==> src/rtl/alu_seq_ctrl_pkg.sv <==
// Shared types for the 32-bit sequencer built on a 16-bit ALU: op codes, FSM states, widths.
// No logic, so no latency.
// No flow control; types and op-class helpers only.
package alu_seq_ctrl_pkg;

  localparam int ALU_HALF_W = 16;
  localparam int ALU_DATA_W = 2 * ALU_HALF_W;

  // ALU_ADD is encoding 0 so that an idle op bus reads as all-zero.
  typedef enum logic [3:0] {
    ALU_ADD    = 4'd0,
    ALU_SUB    = 4'd1,
    ALU_PLUS_4 = 4'd2,
    ALU_AND    = 4'd3,
    ALU_OR     = 4'd4,
    ALU_XOR    = 4'd5,
    ALU_EQ     = 4'd6,
    ALU_LT     = 4'd7,
    ALU_LTU    = 4'd8,
    ALU_SLL    = 4'd9,
    ALU_SRL    = 4'd10,
    ALU_SRA    = 4'd11
  } cs_alu_op;

  typedef enum logic [1:0] {
    IDLE = 2'd0,
    C1   = 2'd1,
    C2   = 2'd2,
    RESP = 2'd3
  } alu_seq_state_e;

  function automatic logic op_is_shift(input cs_alu_op op);
    return op inside {ALU_SLL, ALU_SRL, ALU_SRA};
  endfunction

  function automatic logic op_is_cmp(input cs_alu_op op);
    return op inside {ALU_EQ, ALU_LT, ALU_LTU};
  endfunction

  // Right shifts produce the upper half first, so bits shifted out of it can flow into the lower half.
  function automatic logic op_hi_first(input cs_alu_op op);
    return op inside {ALU_SRL, ALU_SRA};
  endfunction

endpackage

==> src/rtl/alu_seq_half_sel.sv <==
// Picks which 16-bit half of A/B (or the shift amount) goes to the ALU in each sequencer cycle.
// Purely combinational, zero latency.
// No flow control; drives zeros outside the two ALU cycles.
module alu_seq_half_sel
  import alu_seq_ctrl_pkg::*;
(
  input  alu_seq_state_e        state_i,
  input  cs_alu_op              op_i,
  input  logic [ALU_DATA_W-1:0] a_i,
  input  logic [ALU_DATA_W-1:0] b_i,
  output logic                  first_cycle_o,
  output logic [ALU_HALF_W-1:0] a_o,
  output logic [ALU_HALF_W-1:0] b_o
);

  logic [ALU_HALF_W-1:0] a_lo, a_hi, b_lo, b_hi;
  logic [ALU_HALF_W-1:0] shamt, shamt_lo4;
  logic                  shift, hi_first, big_shift;

  assign a_lo      = a_i[ALU_HALF_W-1:0];
  assign a_hi      = a_i[ALU_DATA_W-1:ALU_HALF_W];
  assign b_lo      = b_i[ALU_HALF_W-1:0];
  assign b_hi      = b_i[ALU_DATA_W-1:ALU_HALF_W];
  assign shamt     = {{(ALU_HALF_W-5){1'b0}}, b_i[4:0]};
  assign shamt_lo4 = {{(ALU_HALF_W-4){1'b0}}, b_i[3:0]};
  assign shift     = op_is_shift(op_i);
  assign hi_first  = op_hi_first(op_i);
  assign big_shift = shift && b_i[4];

  // Operand routing per cycle. A shift by 16 or more becomes two independent shifts:
  // C1 shifts by the full amount (producing the sign/zero fill half), C2 restarts the ALU
  // and shifts the crossing half by amount-16 into the other result half.
  always_comb begin
    first_cycle_o = 1'b0;
    a_o           = '0;
    b_o           = '0;
    case (state_i)
      C1: begin
        first_cycle_o = 1'b1;
        a_o           = hi_first ? a_hi : a_lo;
        // For a big shift {0,1,B[3:0]} equals B[4:0], so one path covers both cases.
        b_o           = shift ? shamt : b_lo;
      end
      C2: begin
        first_cycle_o = big_shift;
        if (big_shift) begin
          a_o = (op_i == ALU_SLL) ? a_lo : a_hi;
          b_o = shamt_lo4;
        end else begin
          a_o = hi_first ? a_lo : a_hi;
          b_o = shift ? shamt : b_hi;
        end
      end
      default: ;
    endcase
  end

endmodule

==> src/rtl/alu_seq_ctrl.sv <==
// Runs one 32-bit ALU op as two cycles on an external 16-bit ALU and assembles the result.
// Latency 3 cycles from acceptance to rsp_valid_o (2 for an EQ early exit under ALU_SEQ_EQ_EARLY_EXIT_EN).
// One op in flight: req_ready_o only in IDLE; the response is held until rsp_ready_i is seen high.
module alu_seq_ctrl
  import alu_seq_ctrl_pkg::*;
(
  input  logic                  clk,
  input  logic                  rst_n,
  input  logic                  req_valid_i,
  output logic                  req_ready_o,
  input  cs_alu_op              req_op_i,
  input  logic                  req_cmp_flip_i,
  input  logic [ALU_DATA_W-1:0] req_a_i,
  input  logic [ALU_DATA_W-1:0] req_b_i,
  output logic                  rsp_valid_o,
  input  logic                  rsp_ready_i,
  output logic [ALU_DATA_W-1:0] rsp_result_o,
  output logic                  alu_first_cycle_o,
  output cs_alu_op              alu_op_o,
  output logic                  alu_cmp_flip_o,
  output logic [ALU_HALF_W-1:0] alu_a_o,
  output logic [ALU_HALF_W-1:0] alu_b_o,
  input  logic [ALU_HALF_W-1:0] alu_result_i,
  input  logic                  alu_cmp_result_i,
  input  logic                  alu_cmp_result_valid_i
);

  alu_seq_state_e        state_q, state_d;
  cs_alu_op              op_q, op_d;
  logic                  flip_q, flip_d;
  logic [ALU_DATA_W-1:0] a_q, a_d, b_q, b_d, res_q, res_d;
  logic                  alu_active, hi_first, cmp_op, eq_early;
  logic [ALU_DATA_W-1:0] cmp_word;

  assign hi_first = op_hi_first(op_q);
  assign cmp_op   = op_is_cmp(op_q);
  assign cmp_word = {{(ALU_DATA_W-1){1'b0}}, alu_cmp_result_i};

`ifdef ALU_SEQ_EQ_EARLY_EXIT_EN
  assign eq_early = (op_q == ALU_EQ) && alu_cmp_result_valid_i;
`else
  logic unused_cmp_valid;
  assign unused_cmp_valid = alu_cmp_result_valid_i;
  assign eq_early         = 1'b0;
`endif

  // State, captured request and result registers; reset discards any op in flight.
  always_ff @(posedge clk or negedge rst_n) begin
    if (!rst_n) begin
      state_q <= IDLE;
      op_q    <= ALU_ADD;
      flip_q  <= 1'b0;
      a_q     <= '0;
      b_q     <= '0;
      res_q   <= '0;
    end else begin
      state_q <= state_d;
      op_q    <= op_d;
      flip_q  <= flip_d;
      a_q     <= a_d;
      b_q     <= b_d;
      res_q   <= res_d;
    end
  end

  // Next state, request capture and result assembly; each ALU half lands in its destination
  // half at the end of the cycle that produced it.
  always_comb begin
    state_d = state_q;
    op_d    = op_q;
    flip_d  = flip_q;
    a_d     = a_q;
    b_d     = b_q;
    res_d   = res_q;
    case (state_q)
      IDLE: begin
        if (req_valid_i) begin
          op_d    = req_op_i;
          flip_d  = req_cmp_flip_i;
          a_d     = req_a_i;
          b_d     = req_b_i;
          state_d = C1;
        end
      end
      C1: begin
        state_d = C2;
        if (cmp_op) begin
          if (eq_early) begin
            res_d   = cmp_word;
            state_d = RESP;
          end
        end else if (hi_first) begin
          res_d[ALU_DATA_W-1:ALU_HALF_W] = alu_result_i;
        end else begin
          res_d[ALU_HALF_W-1:0] = alu_result_i;
        end
      end
      C2: begin
        state_d = RESP;
        if (cmp_op) begin
          res_d = cmp_word;
        end else if (hi_first) begin
          res_d[ALU_HALF_W-1:0] = alu_result_i;
        end else begin
          res_d[ALU_DATA_W-1:ALU_HALF_W] = alu_result_i;
        end
      end
      RESP: begin
        if (rsp_ready_i) state_d = IDLE;
      end
      default: state_d = IDLE;
    endcase
  end

  assign req_ready_o    = (state_q == IDLE);
  assign rsp_valid_o    = (state_q == RESP);
  assign rsp_result_o   = res_q;
  assign alu_active     = (state_q == C1) || (state_q == C2);
  assign alu_op_o       = alu_active ? op_q : ALU_ADD;
  assign alu_cmp_flip_o = alu_active & flip_q;

  alu_seq_half_sel u_half_sel (
    .state_i       (state_q),
    .op_i          (op_q),
    .a_i           (a_q),
    .b_i           (b_q),
    .first_cycle_o (alu_first_cycle_o),
    .a_o           (alu_a_o),
    .b_o           (alu_b_o)
  );

endmodule

==> config.mk <==
export PLATFORM = sky130hd
export DESIGN_NAME = alu_seq_ctrl
export DESIGN_NICKNAME = d
export VERILOG_FILES = /design/src/rtl/alu_seq_ctrl_pkg.sv /design/src/rtl/alu_seq_half_sel.sv /design/src/rtl/alu_seq_ctrl.sv
export SDC_FILE = /design/constraint.sdc
export NUM_CORES = 1
export LEC_CHECK = 0
export BUFFER_PORTS_ARGS = -buffer_cell sky130_fd_sc_hd__clkbuf_2
export CORE_ASPECT_RATIO = 1.4
export CORE_MARGIN = 5
export CORE_UTILIZATION = 50
export CTS_CLUSTER_SIZE = 8
export DETAILED_ROUTE_END_ITERATION = 8
export GPL_TIMING_DRIVEN = 0
export PLACE_DENSITY = 0.73
export REMOVE_ABC_BUFFERS = 1
export SETUP_SLACK_MARGIN = 0.05
export SYNTH_ARGS = -nofsm -noshare
export SYNTH_HDL_FRONTEND = slang
export SYNTH_HIERARCHICAL = 1
export SYNTH_SLANG_ARGS = --single-unit
==> constraint.sdc <==
create_clock -name clk -period 3.1 [get_ports clk]
set_input_delay 0.465 -clock clk [delete_from_list [all_inputs] [get_ports clk]]
set_output_delay 0.465 -clock clk [all_outputs]
set_load 0.05 [all_outputs]
# [Word level (Yosys, flattened, before mapping)]
# Index checks and enable logic that the tools add are counted.
[op_classes] eq_ne=16 n_mux=19 bitwise_logic=1 reduce_logical=11
[ops] operator="$mux 16" n=9
[ops] operator="$mux 32" n=2
[ops] operator="$pmux 16 s2" n=2
[ops] operator="$pmux 32 s2" n=1
[ops] operator="$eq 4x4->1 const B" n=4
[ops] operator="$eq 4x3->1 const B" n=2
[ops] operator="$pmux 2 s4" n=1
[ops] operator="$reduce_and 4->1" n=2
[ops] operator="$ne 2x2->1 const B" n=3
[ops] operator="$reduce_bool 3->1" n=2
[ops] operator="$eq 2x2->1 const B" n=2
[ops] operator="$mux 2" n=2
[ops] operator="$mux 4" n=1
[ops] operator="$ne 2x1->1 const B" n=2
[ops] operator="$reduce_and 2->1" n=2
[ops] operator="$reduce_bool 2->1" n=2
[ops] operator="$ne 3x2->1 const B" n=1
[ops] operator="$ne 3x3->1 const B" n=1
[ops] operator="$eq 2x1->1 const B" n=1
[ops] operator="$logic_not 2->1" n=1
[ops] operator="$pmux 1 s2" n=1
[ops] operator="$and 1x1->1" n=1
[ops] operator="$logic_and 1x1->1" n=1
[ops] operator="$logic_or 1x1->1" n=1
[totals] regBits=103 input_bits=91 output_inout_bits=72

# [Depth between registers and ports, before layout]
[logic_depth] word_depth=5 mapped_depth=9 depth_no_buf=6

# [Hierarchy]
# Netlist, hierarchy kept.
[modules_own_cells] module="alu_seq_ctrl" n_inst=1 cells_each=261 area_each_um2=4124.0
[modules_own_cells] module="alu_seq_half_sel" n_inst=1 cells_each=234 area_each_um2=1697.9

# [Worst setup path after synthesis]
# No wires, ideal clock.
[synth_path] path_type="reg2out" startpoint="register state_q[0]" endpoint="output alu_a_o[10]" arrival_ns=2.026 setup_slack_ns=0.609 path_stages_with_launch=10 path_buffers=3 path_cell_list="dfrtp_1 -> inv_1 -> ha_1 -> buf_6 -> nand2b_4 -> buf_6 -> a21oi_4 -> buf_6 -> a2bb2o_4 -> nand3_1"
[synth_between] elab_chain_len=2
[synth_lines] element="start: declaration" line_no="alu_seq_ctrl.sv:28" rtl="alu_seq_state_e state_q, state_d;"
[synth_lines] element="start signal: assignment" line_no="alu_seq_ctrl.sv:57" rtl="state_q <= state_d;"
[synth_lines] element="$eq 2x2->1 / $eq 2x1->1 (equally long branches)" line_no="alu_seq_half_sel.sv:37" rtl="case (state_i)"
[synth_lines] element="$pmux 16 s2 *" line_no="alu_seq_half_sel.sv:37"
[synth_lines] element="end: declaration" line_no="alu_seq_ctrl.sv:21" rtl="output logic [ALU_HALF_W-1:0] alu_a_o,"
# Mark *: on every way between the ends. The rest lies on a longest branch, timed or not.

# [Worst setup path in the final report]
[layout_path] startpoint="register state_q[0]" endpoint="output alu_a_o[11]"
# Same word-level chain as after synthesis.

==> reports/qor.yml <==
layout:
  fin_nets: 745
  syn2layout_area_growth_pct: 24.24
  drive_above_1_share_pct: 55.67
  fill_cells: 928
  antenna_cells: 0
  fin_cells: 796
  design_area_mm2: 0.007233
sta:
  max_freq_mhz: 342.5
  setup_tns_ns: 0
  timing.final.ws_setup_ns: 0.1803
  setup_viol: 0
  hold_viol_final: 0
  post-route-period-util_pct: 94.18
  period_needed_ns: 2.920
  relSlewSlack_pct: 33.99
  drv_slew: 0
  rsz0062_at_grt: "false"
  worstMarginPinSlew_ns: 0.9901
  skew_ns: 0.006675
placement:
  gp_congestion: 0.7693
  dp_hpwl_mm: 9.851
  place_ws_ns: -0.6962
  place_area_mm2: 0.006646
  numPortBuffers: 161
  dp.cells: 762
die:
  io_pins: 163
  placementRows: 46
  design.core.area_mm2: 0.01140
  dieWidth_um: 101.2
  die-area_mm2: 0.01393
  start_util_pct: 51.09
  die_h_um: 137.7
yosys:
  yosys_warnings: 6
  synthArstFlopShare_pct: 100.0
  syn_avg_cell_area_um2: 11.76
  ys_seq_area_share_pct: 44.27
  synth_flop_cell: "dfrtp_1"
  synth_common_cells: "dfrtp_1 (103), mux2_2 (100), nor2_1 (29)"
  synth_cell_type_count: 45
  synth_top_area_cell: "dfrtp_1"
  synth_edf_count: 0
  synth_top_area_share_pct: 44.27
  ys_ff_latch: 103
  yosysMostFrequentCell: "dfrtp_1"
  netlist_instances: 495
  synthTopCellsByArea: "dfrtp_1 (44%), mux2_2 (19%), a2bb2o_4 (4.8%), a211oi_2 (2.1%), and3_1 (2.1%)"
  synth.cell_area_mm2: 0.005822
setup_path:
  reg2reg_from: "op_q[1]"
  r2r_end: "rsp_result_o[0]"
  critPathCaptureType: "output pin"
  path_max_fanout: 13
  r2r_cells: 4
  crit_required_ns: 2.63
  rrSetupSlack_ns: 0.81
  cp.arrival_ns: 2.45
  worstSetupStartpointType: "flop"
  worstSetupPathType: "flop to output pin"
detailed_routing:
  viasPerCell: 5.760
  vias: 4585
  wl_mm: 14.98
  drt_iter0_markers: 181
  post-route-drc-count: 0
  detail_route.wl_per_cell_um: 18.82
  postRouteAntennaNets: 0
  first_pass_iters: 4
clock_tree:
  clock-sinks: 103
  cts_tree: "yes"
  root_buffer: "clkbuf_16"
  clk_path_buf_depth: 2
  path_clk_slew_ns: 0.07
  htreeDepth: 3
  cts-buffers-inserted: 9
  clk_latency_ns: 0.34
run_status:
  status: "finished, final reports clean"
global_routing:
  grt_pass1_wl_mm: 24.36
  antenna_found_initial: 0
  grt_max_degree: 70
  grt_overflow: 0
  grt_pass1_vias: 4904
  track_usage_pct: 21.88
min_path:
  hold_path_class: "primary input to async pin"
run:
  maxCapViolCount: 0
[placed cells by master (no fill, tap or decap), drive strengths merged, types with 16 or more instances in the layout]
cell,count
clkbuf,168
dfrtp,103
mux2,102
nor2,29
nand2,25
and2,21
buf,21
and3,20
nor2b,20
nand3,17
o211ai,16
a31oi,16
a2bb2o,16
a211oi,16
[final cells by class]
cell class	count	area (µm²)	share of cell area (%)
clock buffers	9	225.2	3.114
clock inverters	6	91.34	1.263
multi-input cells	349	3078	42.55
flip-flops and latches	103	2586	35.76
repair buffers	180	1054	14.56
inverters	5	18.77	0.2595
well taps	144	180.2	2.491
[registers in the layout, indices dropped and copies added (netlist names)]
| signal | flops |
|---|---|
| state_q | 2 |
| op_q | 4 |
| flip_q | 1 |
| rsp_result_o | 32 |
| a_q | 32 |
| b_q | 32 |
[worst max-delay path, stage by stage (launching register included)]
cell      delay [ns]
dfrtp_2         0.44
inv_1           0.10
ha_4            0.29
nand2b_4        0.24
buf_4           0.22
a211oi_2        0.23
a2bb2o_4        0.24
nand3_2         0.08
clkbuf_2        0.27
[per-stage QoR]
| stage | hold WS, ns | util [%] |
|---|---|---|
| 5_1_grt | 0.1734 | 63.47 |
| 4_1_cts | 0.1509 | 62.58 |
| 2_1_floorplan | 0.1694 | - |
| 6_report | 0.1316 | 63.47 |
| 3_5_place_dp | 0.4823 | 58.32 |
| 3_3_place_gp | 0.4660 | 57.73 |
[cell families (layout without fill, tap and decap cells)]
family	count (synthesis)	after routing	share of synthesized area, %
muxes	103	103	20.18
buffers and inverters	45	200	4.255
DFF	103	103	44.27
AOI/OAI and AO/OA	96	97	15.80
adders and majority gates	6	6	1.289
and+or+nand+nor	141	142	14.06
xor gates and xnor gates	1	1	0.1505
[worst max path at each step]
stage	from	to	slack, ns	cells past startpoint
final	state_q[0]	alu_a_o[11]	0.18	8
after global routing	state_q[0]	alu_a_o[15]	0.08	8
after CTS	op_q[1]	alu_a_o[2]	0.07	5
after detailed placement	op_q[1]	alu_a_o[9]	-0.70	5
after global placement	state_q[1]	alu_a_o[4]	-0.81	7
after floorplan	state_q[0]	a_q[0]	-0.001	4
[what timing repair did]
action | in CTS | in global routing
setup endpoints to repair | 32 | 16
resized for setup | 13 | 5
hold buffers | 0 | 0
gates cloned | 2 | 0
setup buffers | 7 | 10
pin swaps | 2 | 1
[layer usage]
layer	vias up	GRT usage, %	wire [µm]
li1	2104	-	-
met1	2303	27.07	5898
met2	160	37.66	7829
met3	18	5.218	1018
met4	0	6.578	237
met5	-	0	0
Power is left out: the tool's default activity adds up to more than one toggle a clock period on the data nets, which glitch-free logic cannot reach.
